[src/rtl/lynx_pkg.sv]
// Shared types for the Lynx external SRAM arbiter: cycle-engine states, port ownership
// and the alternating-priority pick used at grant time.
package lynx_pkg;

  localparam int LYNX_RAM_AW = 21;

  typedef enum logic [1:0] {IDLE, SETUP, STROBE, HOLD} arb_state_t;
  typedef enum logic {OWN_C, OWN_V} owner_t;

  // With both ports asking, the one not served last wins; otherwise the lone requester.
  function automatic owner_t arb_pick(input logic c_req, input logic v_req, input owner_t last);
    if (c_req && v_req) return (last == OWN_C) ? OWN_V : OWN_C;
    else if (v_req)     return OWN_V;
    else                return OWN_C;
  endfunction

endpackage

[src/rtl/lynx_sram_cycle.sv]
// SRAM cycle timing engine: SETUP (1) / STROBE (WS) / HOLD (1), with read capture on the
// edge entering HOLD. A start seen in HOLD chains straight into the next SETUP.
module lynx_sram_cycle
  import lynx_pkg::*;
#(
  parameter int AW = LYNX_RAM_AW,
  parameter int WS = 1
) (
  input  logic          clock,
  input  logic          reset,
  input  logic          start,
  input  logic          we,
  input  logic [AW-1:0] addr,
  input  logic [7:0]    data,
  input  logic [7:0]    ramDi,
  output logic          busy,
  output logic          done,
  output logic          wr,
  output logic [7:0]    rdata,
  output logic [AW-1:0] ramA,
  output logic          ramWe,
  output logic [7:0]    ramDo,
  output logic          ramDoEn
);

  localparam logic [2:0] WS_M1 = 3'(WS - 1);

  arb_state_t    state_q, state_n;
  logic [2:0]    cnt_q, cnt_n;
  logic          wr_q;
  logic [AW-1:0] ramA_q;
  logic [7:0]    ramDo_q;
  logic [7:0]    rdata_q;
  logic          accept;

  assign accept = start && (state_q == IDLE || state_q == HOLD);

  always_ff @(posedge clock) begin
    if (reset) begin
      state_q <= IDLE;
      cnt_q   <= 3'd0;
      wr_q    <= 1'b0;
      ramA_q  <= '0;
      ramDo_q <= 8'h00;
    end else begin
      state_q <= state_n;
      cnt_q   <= cnt_n;
      // Address and write data only move at a grant, never while WE is low.
      if (accept) begin
        ramA_q  <= addr;
        ramDo_q <= data;
        wr_q    <= we;
      end
    end
  end

  always_ff @(posedge clock) begin
    if (state_q == STROBE && cnt_q == 3'd0 && !wr_q) rdata_q <= ramDi;
  end

  always_comb begin
    state_n = state_q;
    cnt_n   = cnt_q;
    case (state_q)
      IDLE:   if (start) state_n = SETUP;
      SETUP: begin
        state_n = STROBE;
        cnt_n   = WS_M1;
      end
      STROBE: begin
        if (cnt_q == 3'd0) state_n = HOLD;
        else               cnt_n   = cnt_q - 3'd1;
      end
      HOLD:   state_n = start ? SETUP : IDLE;
      default: state_n = IDLE;
    endcase
  end

  always_comb begin
    busy    = (state_q != IDLE);
    done    = (state_q == HOLD);
    ramWe   = !(state_q == STROBE && wr_q);
    ramDoEn = (state_q != IDLE) && wr_q;
  end

  assign wr    = wr_q;
  assign rdata = rdata_q;
  assign ramA  = ramA_q;
  assign ramDo = ramDo_q;

endmodule

[src/rtl/lynx_sram_arb.sv]
// Two-port (CPU / video) arbiter for the external 8-bit async SRAM.
// Optional build macro LYNX_ARB_STATS_EN adds the statCWait CPU wait counter.
module lynx_sram_arb
  import lynx_pkg::*;
#(
  parameter int AW = LYNX_RAM_AW,
  parameter int WS = 1
) (
`ifdef LYNX_ARB_STATS_EN
  output logic [15:0]   statCWait,
`endif
  input  logic          clock,
  input  logic          reset,
  input  logic          cReq,
  input  logic          cWe,
  input  logic [AW-1:0] cA,
  input  logic [7:0]    cDi,
  output logic [7:0]    cDo,
  output logic          cAck,
  input  logic          vReq,
  input  logic [AW-1:0] vA,
  output logic [7:0]    vDo,
  output logic          vAck,
  output logic [AW-1:0] ramA,
  output logic          ramWe,
  output logic [7:0]    ramDo,
  output logic          ramDoEn,
  input  logic [7:0]    ramDi
);

  logic       busy, done, wr;
  logic [7:0] rdata;
  owner_t     owner_q;
  owner_t     gsel;
  logic       c_req_m, v_req_m, grant;
  logic [7:0] cDo_q, vDo_q;

  // The port being acked still holds its request this cycle, so it is masked out.
  assign c_req_m = cReq && !(done && owner_q == OWN_C);
  assign v_req_m = vReq && !(done && owner_q == OWN_V);
  assign gsel    = arb_pick(c_req_m, v_req_m, owner_q);
  assign grant   = (!busy || done) && (c_req_m || v_req_m);

  lynx_sram_cycle #(.AW(AW), .WS(WS)) u_cycle (
    .clock   (clock),
    .reset   (reset),
    .start   (grant),
    .we      (gsel == OWN_C && cWe),
    .addr    ((gsel == OWN_C) ? cA : vA),
    .data    (cDi),
    .ramDi   (ramDi),
    .busy    (busy),
    .done    (done),
    .wr      (wr),
    .rdata   (rdata),
    .ramA    (ramA),
    .ramWe   (ramWe),
    .ramDo   (ramDo),
    .ramDoEn (ramDoEn)
  );

  // owner_q is also the 'last served' register: it only changes on a grant.
  always_ff @(posedge clock) begin
    if (reset) begin
      owner_q <= OWN_C;
      cDo_q   <= 8'hFF;
      vDo_q   <= 8'hFF;
    end else begin
      if (grant) owner_q <= gsel;
      if (done && !wr) begin
        if (owner_q == OWN_C) cDo_q <= rdata;
        else                  vDo_q <= rdata;
      end
    end
  end

  assign cAck = done && owner_q == OWN_C;
  assign vAck = done && owner_q == OWN_V;
  assign cDo  = (cAck && !wr) ? rdata : cDo_q;
  assign vDo  = (vAck && !wr) ? rdata : vDo_q;

`ifdef LYNX_ARB_STATS_EN
  logic c_active;
  assign c_active = (busy && owner_q == OWN_C) || (grant && gsel == OWN_C);

  always_ff @(posedge clock) begin
    if (reset)                                     statCWait <= 16'h0000;
    else if (cReq && !c_active && statCWait != 16'hFFFF) statCWait <= statCWait + 16'h0001;
  end
`endif

endmodule

[config.mk]
export PLATFORM = sky130hd
export DESIGN_NAME = lynx_sram_arb
export DESIGN_NICKNAME = d
export VERILOG_FILES = /design/src/rtl/lynx_pkg.sv /design/src/rtl/lynx_sram_cycle.sv /design/src/rtl/lynx_sram_arb.sv
export SDC_FILE = /design/constraint.sdc
export NUM_CORES = 1
export LEC_CHECK = 0
export ABC_AREA = 1
export BUFFER_PORTS_ARGS = -buffer_cell sky130_fd_sc_hd__buf_2
export CORE_UTILIZATION = 54
export CTS_BUF_LIST = sky130_fd_sc_hd__clkbuf_4 sky130_fd_sc_hd__clkbuf_8
export DETAILED_ROUTE_END_ITERATION = 8
export GPL_TIMING_DRIVEN = 0
export MAX_ROUTING_LAYER = met4
export PLACE_DENSITY = 0.95
export SLEW_MARGIN = 20
export SYNTH_ARGS = -nofsm -noshare
export SYNTH_HDL_FRONTEND = slang
export SYNTH_HIERARCHICAL = 1
export SYNTH_SLANG_ARGS = --single-unit
[constraint.sdc]
create_clock -name clock -period 5.8 [get_ports clock]
set_clock_uncertainty 0.2 [all_clocks]
set_input_delay 0 -clock clock [delete_from_list [all_inputs] [get_ports clock]]
set_output_delay 0 -clock clock [all_outputs]
set_load 0.02 [all_outputs]
==> impl_metrics.yaml, run 1 <==
critical_path:
  crit_required_ns: 5.83
  cp-start-kind: "flip-flop"
  cp.arrival_ns: 2.87
  worstPathMaxFanout: 10
  worstSetupEndpointType: "flip-flop"
  criticalPathCategory: "reg -> reg"
sta:
  worst_slew_pin_slew_ns: 0.8023
  period_minus_slack_ns: 2.843
  relSlewSlack: 0.4632
  clock.fmax_ghz: 0.3517
  min_period_over_period: 0.4902
  hold_viol_final: 0
  finalSetupViolCount: 0
  rsz0062_at_grt: "no"
  tns_ns: 0
  final-max-slew-violation-count: 0
clocking:
  ctsHtreeMaxLevel: 3
  cts.sinks: 60
  cts_tree: "done"
  cts-root-buf: "clkbuf_8"
  numCtsBuffers: 9
  cts.path.max_buffers: 2
  ctsResizeCount: 0
  clock_latency_ns: 0.34
  cts.clk_slew.worst_paths_ns: 0.07
  cts_setup_buffers: 0
place:
  gp_congestion: 0.7852
  io_buffer_count: 111
  dp_hpwl_mm: 4.930
logic_synthesis:
  synthCells: 361
  postSynthAreaPerCell_sq_um: 7.715
  ys_warn_count: 6
  yosysSeqAreaShare: 0.4600
  netlist_area_sq_um: 2785
  syn_nets: 432
  ys_types: 24
  synth_flop_cell: "dfxtp_1"
  ys_seq_elements: 60
  async_flop_share: 0
  synth_edf_count: 8
floorplanning:
  die_y_um: 73.82
  start_util: 0.5745
  pin_count: 112
  design.die.area_sq_um: 5449
  die_w_um: 73.82
  num_rows: 25
  core_sq_um: 4848
global_routing:
  grt_first_pass_wirelength_mm: 16.98
  antenna_found_initial: 0
  gr-total-overflow: 0
  grt_pass1_vias: 3546
  grt_max_degree: 12
  grtUsageTotal: 0.4411
drt:
  wl_per_cell_um: 17.75
  drt_iter0_markers: 313
  routed_via_density: 5.560
  dr.pass1.iters: 7
  via_count: 3425
  drtAntennaViolNets: 0
  routed_wl_mm: 10.94
  route.detailed.drc: 0
pwr:
  internal-power_mw: 1.164
  p_comb_frac: 0.427
  p_clk_frac: 0.258
  power_mw: 1.947
  ir_worst_vdd_v: 0.0004115
  leakagePower_nw: 2.218
  swShare: 0.4022
  p_per_area_nw_per_um2: 452.5
  switching_power_mw: 0.7829
  p_seq_frac: 0.314
final_layout:
  fill_cells: 195
  antenna_cells: 0
  area_growth_pct: 54.45
  nNetsFinal: 616
  drive_above_1_share: 0.3005
min_path:
  hp-class: "in -> reg"
run_status:
  status: "completed"
flow_run:
  cap_violations: 0
[power by group through the flow]
stage	logic (mW)	clock network (mW)	registers, mW
after floorplan	0.387	0	0.692
after global placement	0.661	0	0.597
after detailed placement	0.687	0	0.600
after CTS	0.754	0.495	0.595
final	0.831	0.503	0.612
after global routing	0.880	0.517	0.621
[cell families after synthesis]
group,synth area share
buf+inv,0.08715
flops,0.4600
compound gates,0.1132
simple gates,0.3037
fa+ha+maj,0.03594
[synth_stat cells, types with 2 or more instances]
| cell type | instances | area share |
|---|---|---|
| clkbuf_4 | 2 | 0.0054 |
| o21ai_1 | 16 | 0.029 |
| dfxtp_1 | 52 | 0.37 |
| inv_1 | 27 | 0.036 |
| o21ai_0 | 24 | 0.043 |
| ha_1 | 8 | 0.036 |
| buf_6 | 2 | 0.0081 |
| or2_1 | 16 | 0.036 |
| buf_2 | 6 | 0.011 |
| buf_4 | 2 | 0.0054 |
| nand2_2 | 2 | 0.0045 |
| nand2_4 | 8 | 0.032 |
| nor2_1 | 70 | 0.094 |
| nand2_1 | 89 | 0.12 |
| a21oi_1 | 4 | 0.0072 |
| inv_2 | 3 | 0.0040 |
| clkbuf_1 | 2 | 0.0027 |
| nand3_1 | 5 | 0.0090 |
| buf_12 | 2 | 0.014 |
| edfxtp_1 | 8 | 0.086 |
| o21ai_2 | 10 | 0.031 |
[through the flow]
step           hold WS (ns)  cell area, sq um  cells    util  setup WS [ns]
4_1_cts              0.1692              4302    616  0.8872          3.153
2_1_floorplan       -0.1309              2785    361       -          3.916
3_3_place_gp       -0.02224              3425    539  0.7063          3.720
6_report             0.1796              4302    616  0.8872          2.957
3_5_place_dp       -0.02138              3425    539  0.7063          3.655
5_1_grt              0.1859              4302    616  0.8872          2.884
[layout by cell type (no fill, tap or decap), drive strengths merged]
cell type / n
clkbuf: 14
dfxtp: 52
inv: 30
a21oi: 4
ha: 8
bufinv: 4
nor2: 71
dlygate4sd3: 62
a21boi: 1
nand2: 99
or2: 16
o21ai: 50
edfxtp: 8
buf: 123
nand3: 6
clkinv: 1
[timing repair]
| item | CTS | global route |
|---|---|---|
| hold buffers | 62 | 0 |
| hold endpoints to repair | 48 | 0 |
| endpoints found under the setup margin | 0 | 0 |
[worst paths after layout]
path / startpoint / to / slack [ns] / cells past startpoint
worst max-delay path: u_cycle/state_q[1]$_SDFFE_PP0P_ / u_cycle/ramA[16]$_SDFFE_PP0P_ / 2.96 / 10
worst min-delay path: ramDi[1] / u_cycle/rdata[1]$_DFFE_PP_ / 0.18 / 2
worst max register to register: u_cycle/state_q[1]$_SDFFE_PP0P_ / u_cycle/ramA[16]$_SDFFE_PP0P_ / 2.96 / 10
worst min register to register: u_cycle/cnt_q[2]$_SDFFE_PP0P_ / u_cycle/cnt_q[2]$_SDFFE_PP0P_ / 0.30 / 2
[metal layers]
| metal | vias up | routed length [um] | track usage |
|---|---|---|---|
| met3 | 82 | 903 | 0.09602 |
| met1 | 1559 | 3862 | 0.4486 |
| met5 | - | 0 | - |
| met2 | 297 | 5422 | 0.7441 |
| li1 | 1487 | - | - |
| met4 | 0 | 747 | 0.3248 |
[layout make-up]
cell class / instances / area, sq um / share of cell area
flip-flops and latches: 60 / 1281 / 0.2978
multi-input cells: 255 / 1261 / 0.2932
repair buffers: 173 / 1176 / 0.2734
clock buffers: 10 / 131.4 / 0.03054
plain buffers: 16 / 130.1 / 0.03025
clock inverters: 5 / 125.1 / 0.02909
inverters: 30 / 112.6 / 0.02618
well taps: 67 / 83.83 / 0.01949
[flip-flops by register name (all words and copies together), names as in the netlist]
| name | count |
|---|---|
| cDo_q | 8 |
| owner_q | 1 |
| u_cycle/cnt_q | 3 |
| u_cycle/ramA | 21 |
| u_cycle/ramDo | 8 |
| u_cycle/rdata | 8 |
| u_cycle/state_q | 2 |
| u_cycle/wr | 1 |
| vDo_q | 8 |
[worst max-delay path, cell delays in order (launching register included)]
cell and delay (ns):
dfxtp_1 0.47, ha_1 0.34, nand2_2 0.11, nand3_1 0.27
inv_1 0.14, buf_2 0.22, nand2_1 0.09, nand2_1 0.08
dlygate4sd3_1 0.60, nor2_1 0.15, nor2_1 0.07
No activity file was read; power rests on OpenSTA's default activity.
==> run 2: changes to the inputs <==
--- a/config.mk
+++ b/config.mk
@@ -7,12 +7,12 @@
 export LEC_CHECK = 0
 export ABC_AREA = 1
 export BUFFER_PORTS_ARGS = -buffer_cell sky130_fd_sc_hd__buf_2
-export CORE_UTILIZATION = 54
+export CORE_UTILIZATION = 50
 export CTS_BUF_LIST = sky130_fd_sc_hd__clkbuf_4 sky130_fd_sc_hd__clkbuf_8
 export DETAILED_ROUTE_END_ITERATION = 8
 export GPL_TIMING_DRIVEN = 0
 export MAX_ROUTING_LAYER = met4
-export PLACE_DENSITY = 0.95
+export PLACE_DENSITY = 0.91
 export SLEW_MARGIN = 20
 export SYNTH_ARGS = -nofsm -noshare
 export SYNTH_HDL_FRONTEND = slang
==> constraint.sdc (replaced) <==
create_clock -name clock -period 2.92 [get_ports clock]
set_clock_uncertainty 0.2 [all_clocks]
set_input_delay 0 -clock clock [delete_from_list [all_inputs] [get_ports clock]]
set_output_delay 0 -clock clock [all_outputs]
set_load 0.02 [all_outputs]
==> run 2 against run 1 <==
- clock-buffer cell count unchanged
- critical path depth up 1
- sequential cell count stayed put
- utilization is 7.7 points lower
- clock power increased by 43%
- sequential share of layout area up 0.40 points
- first-iteration DRC count down 24%
- wire length down 8.5%
- global-route usage shrank 7.9 points
- critical path type unchanged
- highest routed layer unchanged
==> impl_metrics.yaml, run 2 (synthesis gave the netlist of run 1 again) <==
global_routing:
  grt_pass1_vias: 3368
  grt_max_degree: 12
  antenna_found_initial: 0
  grt_first_pass_wirelength_mm: 15.82
  gr-total-overflow: 0
  grtUsageTotal: 0.3616
sta:
  hold_viol_final: 0
  holdWs_ns: 0.1808
  rsz0062_at_grt: "no"
  finalSetupViolCount: 0
  tns_ns: 0
  worst_slew_pin_slew_ns: 0.7325
  period_minus_slack_ns: 2.749
  relSlewSlack: 0.5098
  min_period_over_period: 0.9414
  clock.fmax_ghz: 0.3638
  final-max-slew-violation-count: 0
drt:
  wl_per_cell_um: 16.11
  dr.pass1.iters: 7
  routed_wl_mm: 10.00
  drt_iter0_markers: 238
  drtAntennaViolNets: 0
  via_count: 3293
  route.detailed.drc: 0
  routed_via_density: 5.303
final_layout:
  nNetsFinal: 617
  layout_common_cells: "117 x buf_2, 89 x nand2_1, 70 x nor2_1, 63 x dlygate4sd3_1, 52 x dfxtp_1"
  drive_above_1_share: 0.2976
  area_growth_pct: 52.43
  largest_reg_flops: 21
  antenna_cells: 0
  final_common_cell: "buf_2"
min_path:
  hp-class: "in -> reg"
critical_path:
  cp.arrival_ns: 2.77
  criticalPathCategory: "reg -> reg"
  worstPathMaxFanout: 10
  crit_required_ns: 2.94
  worstSetupEndpointType: "flip-flop"
  cp-start-kind: "flip-flop"
pwr:
  internal-power_mw: 2.057
  ir_worst_vdd_v: 0.0006364
  swShare: 0.4168
  p_clk_frac: 0.204
  p_per_area_nw_per_um2: 830.9
  switching_power_mw: 1.470
  p_comb_frac: 0.456
  p_seq_frac: 0.340
  leakagePower_nw: 2.188
clocking:
  clock_latency_ns: 0.33
  cts.sinks: 60
  cts-root-buf: "clkbuf_8"
  cts.clk_slew.worst_paths_ns: 0.07
  cts.path.max_buffers: 2
  cts_setup_buffers: 0
  numCtsBuffers: 9
  ctsHtreeMaxLevel: 3
  cts_tree: "done"
place:
  dp_hpwl_mm: 5.001
  io_buffer_count: 111
  gp_congestion: 0.7991
floorplanning:
  design.die.area_sq_um: 5873
  start_util: 0.5318
  pin_count: 112
  num_rows: 26
  die_w_um: 76.64
  core_sq_um: 5238
  die_y_um: 76.64
flow_run:
  cap_violations: 0
run_status:
  status: "completed"
==> run 2: routing by layer <==
metal  up-vias  global-route usage  routed length, um
met4         0              0.2192                514
met5         -                   -                  0
met2       241              0.6360               4946
li1       1489                   -                  -
met1      1498              0.3657               3715
met3        65             0.07904                827
==> run 2: path summary, 6_finish.rpt <==
check | from | to | slack [ns] | cells after the start
worst max-delay path | u_cycle/state_q[1]$_SDFFE_PP0P_ | u_cycle/ramDo[2]$_SDFFE_PP0P_ | 0.17 | 11
worst min-delay path | ramDi[6] | u_cycle/rdata[6]$_DFFE_PP_ | 0.18 | 2
worst max register to register | u_cycle/state_q[1]$_SDFFE_PP0P_ | u_cycle/ramDo[2]$_SDFFE_PP0P_ | 0.17 | 11
worst min register to register | u_cycle/ramA[16]$_SDFFE_PP0P_ | u_cycle/ramA[16]$_SDFFE_PP0P_ | 0.30 | 2
==> run 2: worst max-delay path, stage by stage, from the launching register on <==
cell	delay, ns
dfxtp_1	0.45
ha_1	0.33
inv_1	0.06
nand2_1	0.09
a21boi_0	0.30
inv_2	0.10
nor2_4	0.12
inv_1	0.09
buf_4	0.18
nor2_1	0.12
nor2_1	0.06
dlygate4sd3_1	0.55
==> run 2: power by group through the flow <==
stage / Clock [mW] / Combinational, mW / Sequential (mW)
final: 0.720 / 1.61 / 1.20
after floorplan: 0 / 0.768 / 1.37
after detailed placement: 0 / 1.35 / 1.19
after global routing: 0.757 / 1.71 / 1.22
after global placement: 0 / 1.31 / 1.19
after CTS: 0.715 / 1.48 / 1.18
==> run 2: metrics by stage <==
| step | util | cells | total power, mW | instance area (sq um) | worst slack, ns |
|---|---|---|---|---|---|
| 6_report | 0.8106 | 621 | 3.527 | 4245 | 0.1710 |
| 5_1_grt | 0.8106 | 621 | 3.682 | 4245 | 0.01007 |
| 4_1_cts | 0.8106 | 621 | 3.372 | 4245 | 0.2665 |
| 3_5_place_dp | 0.6546 | 542 | 2.541 | 3428 | 0.8060 |
| 3_3_place_gp | 0.6546 | 542 | 2.495 | 3428 | 0.8519 |
| 2_1_floorplan | - | 361 | 2.142 | 2785 | 1.036 |
==> run 2: area by class of cell <==
type | count | area, sq um
flip-flops and latches | 60 | 1281
multi-input cells | 255 | 1261
repair buffers | 174 | 1186
fillers | 281 | 992.2
clock buffers | 10 | 131.4
plain buffers | 16 | 130.1
inverters | 30 | 112.6
well taps | 70 | 87.58
clock inverters | 6 | 55.05
==> run 2: what timing repair did <==
item	4_1_cts	5_1_grt
gates resized for setup	0	0
endpoints found under the hold margin	48	0
hold buffers	63	0
==> run 3: changes to the inputs <==
--- a/config.mk
+++ b/config.mk
@@ -5,9 +5,9 @@
 export SDC_FILE = /design/constraint.sdc
 export NUM_CORES = 1
 export LEC_CHECK = 0
-export ABC_AREA = 1
+export ABC_CLOCK_PERIOD_IN_PS = 2920
 export BUFFER_PORTS_ARGS = -buffer_cell sky130_fd_sc_hd__buf_2
-export CORE_UTILIZATION = 50
+export CORE_UTILIZATION = 49
 export CTS_BUF_LIST = sky130_fd_sc_hd__clkbuf_4 sky130_fd_sc_hd__clkbuf_8
 export DETAILED_ROUTE_END_ITERATION = 8
 export GPL_TIMING_DRIVEN = 0
==> run 3 against run 2 <==
- sequential share of layout area rose by 0.57 points
- area after synthesis fell by 4.7%
- largest cell class is now flip-flops and latches
- critical path type unchanged
- critical endpoint is now u_cycle/ramA[1]$_SDFFE_PP0P_
- non-clock buffer count fell by 3
- largest power group unchanged
==> impl_metrics.yaml, run 3 <==
logic_synthesis:
  ys_seq_elements: 60
  synth_flop_cell: "dfxtp_1"
  ys_types: 30
  synthCells: 271
  synthTopCellsByArea: "dfxtp_1 39%, mux2_2 16%, edfxtp_1 9.0%, nand2_1 8.9%, a21oi_1 6.2%"
  synth_top_area_frac: 0.3921
  yosysMostFrequentCell: "nand2_1"
  synth_common_cells: "63 x nand2_1, 52 x dfxtp_1, 37 x mux2_2"
  yosysSeqAreaShare: 0.4826
  netlist_area_sq_um: 2655
  async_flop_share: 0
  ys_warn_count: 6
  synth_edf_count: 8
  yosysTopAreaCell: "dfxtp_1"
  syn_nets: 342
  postSynthAreaPerCell_sq_um: 9.797
floorplanning:
  pin_count: 112
  die_y_um: 75.61
  core_sq_um: 5172
  design.die.area_sq_um: 5717
  num_rows: 26
  die_w_um: 75.61
  start_util: 0.5133
drt:
  route.detailed.drc: 0
  dr.pass1.iters: 4
  drtAntennaViolNets: 0
  routed_via_density: 5.249
  wl_per_cell_um: 16.46
  routed_wl_mm: 8.726
  drt_iter0_markers: 240
  via_count: 2782
pwr:
  p_clk_frac: 0.262
  internal-power_mw: 2.189
  p_seq_frac: 0.323
  ir_worst_vdd_v: 0.0006408
  leakagePower_nw: 1.780
  swShare: 0.3770
  switching_power_mw: 1.325
  p_per_area_nw_per_um2: 843.3
  p_comb_frac: 0.415
critical_path:
  regToRegEndpoint: "u_cycle/ramA[1]$_SDFFE_PP0P_"
  worstPathMaxFanout: 10
  rr_startpoint: "u_cycle/state_q[1]$_SDFFE_PP0P_"
  path_depth: 8
  criticalPathCategory: "reg -> reg"
  timing.critical_path.mode_cell: "nand2_1"
  crit_start: "u_cycle/state_q[1]$_SDFFE_PP0P_"
  path_delay_family: "buffers and inverters"
  endpoint: "u_cycle/ramA[1]$_SDFFE_PP0P_"
  rrSetupSlack_ns: 0.16
  worstSetupEndpointType: "flip-flop"
  cp_slowest_cell: "dlygate4sd3_1"
  crit_path_max_incr_delay_ns: 0.57
  r2r_cells: 8
  crit_chain: "ha_2 -> o21ai_0 -> nand2_1 -> buf_2 -> mux2_2 -> dlygate4sd3_1 -> nand2_1 -> a21oi_1"
  cp-start-kind: "flip-flop"
  cp.arrival_ns: 2.78
  path_buf_inv: 2
  crit_required_ns: 2.93
clocking:
  cts-root-buf: "clkbuf_8"
  numCtsBuffers: 9
  cts_tree: "done"
  ctsHtreeMaxLevel: 3
  clock_latency_ns: 0.33
  cts_setup_buffers: 0
  cts.path.max_buffers: 2
  cts.sinks: 60
  cts.clk_slew.worst_paths_ns: 0.07
sta:
  relSlewSlack: 0.5105
  hold_viol_final: 0
  min_period_over_period: 0.9458
  tns_ns: 0
  period_minus_slack_ns: 2.762
  finalSetupViolCount: 0
  final-max-slew-violation-count: 0
  clock.fmax_ghz: 0.3621
  setup_ws_ns: 0.1581
  worst_slew_pin_slew_ns: 0.7315
  rsz0062_at_grt: "no"
  holdWs_ns: 0.1866
final_layout:
  area_growth_pct: 56.93
  nNetsFinal: 526
  drive_above_1_share: 0.4348
  final_common_cell: "buf_2"
  layout_common_cells: "119 x buf_2, 63 x nand2_1, 62 x dlygate4sd3_1, 52 x dfxtp_1, 37 x mux2_2"
  antenna_cells: 0
  largest_reg_flops: 21
place:
  place_ws_ns: 0.6831
  gp_congestion: 0.7615
  dp_hpwl_mm: 4.540
  io_buffer_count: 111
global_routing:
  grt_max_degree: 12
  antenna_found_initial: 0
  grtUsageTotal: 0.3291
  gr-total-overflow: 0
  grt_pass1_vias: 2888
  grt_first_pass_wirelength_mm: 13.17
flow_run:
  cap_violations: 0
min_path:
  hp-class: "in -> reg"
run_status:
  status: "completed"
run 3: worst min path at each step:
stage,cells past startpoint,slack [ns],start,endpoint
after global placement,1,-0.02,ramDi[3],u_cycle/rdata[3]$_DFFE_PP_
after global routing,2,0.18,ramDi[3],u_cycle/rdata[3]$_DFFE_PP_
after detailed placement,1,-0.02,ramDi[1],u_cycle/rdata[1]$_DFFE_PP_
final,2,0.19,ramDi[2],u_cycle/rdata[2]$_DFFE_PP_
after CTS,2,0.16,ramDi[4],u_cycle/rdata[4]$_DFFE_PP_
after floorplan,0,-0.10,ramDi[0],u_cycle/rdata[0]$_DFFE_PP_
run 3: through the flow:
step / power (mW) / util / instance area, sq um / cells
6_report: 3.514 / 0.8055 / 4167 / 530
5_1_grt: 3.697 / 0.8055 / 4167 / 530
4_1_cts: 3.411 / 0.8050 / 4164 / 530
3_5_place_dp: 2.391 / 0.6376 / 3298 / 452
3_3_place_gp: 2.348 / 0.6376 / 3298 / 452
2_1_floorplan: 2.030 / - / 2655 / 271
run 3: layout make-up:
cell class / instances / area, sq um
Buffer: 14 / 77.57
Clock buffer: 11 / 145.1
Clock inverter: 5 / 100.1
Fill cell: 305 / 1006
Inverter: 7 / 26.28
Multi-Input combinational cell: 190 / 1272
Sequential cell: 60 / 1281
Tap cell: 70 / 87.58
Timing Repair Buffer: 173 / 1176
run 3: power by group through the flow:
stage | Sequential (mW) | Combinational [mW] | Clock (mW)
2_1_floorplan | 1.28 | 0.752 | 0
3_3_place_gp | 1.12 | 1.23 | 0
3_5_place_dp | 1.13 | 1.26 | 0
4_1_cts | 1.12 | 1.36 | 0.929
5_1_grt | 1.15 | 1.58 | 0.970
6_report | 1.14 | 1.46 | 0.920
run 3: repair_timing:
item                                    CTS  global route
endpoints found under the hold margin    46             0
endpoints found under the setup margin    0            11
hold buffers                             62             0
resized for setup                         0             1
run 3: worst register-to-register path: stages, from the launching register on:
cell	delay, ns
dfxtp_1	0.42
ha_2	0.29
o21ai_0	0.11
nand2_1	0.19
buf_2	0.30
mux2_2	0.38
dlygate4sd3_1	0.57
nand2_1	0.11
a21oi_1	0.08
run 3: kinds of logic (layout without fill, tap and decap cells):
family / count (synthesis) / after routing / synth area share
buffers and inverters: 21 / 210 / 0.03912
AO/OA/AOI/OAI: 46 / 46 / 0.1004
multiplexers: 38 / 38 / 0.1607
flip-flops: 60 / 60 / 0.4826
AND/OR/NAND/NOR: 98 / 98 / 0.1795
adder cells (fa/ha/maj): 8 / 8 / 0.03770
run 3: layer usage:
metal  wire (um)  vias to the layer above  track usage
met2        4520                      171       0.5546
met5           0                        -            -
met4         410                        0       0.2119
met3         522                       50      0.08730
met1        3271                     1276       0.3394
li1            -                     1285            -
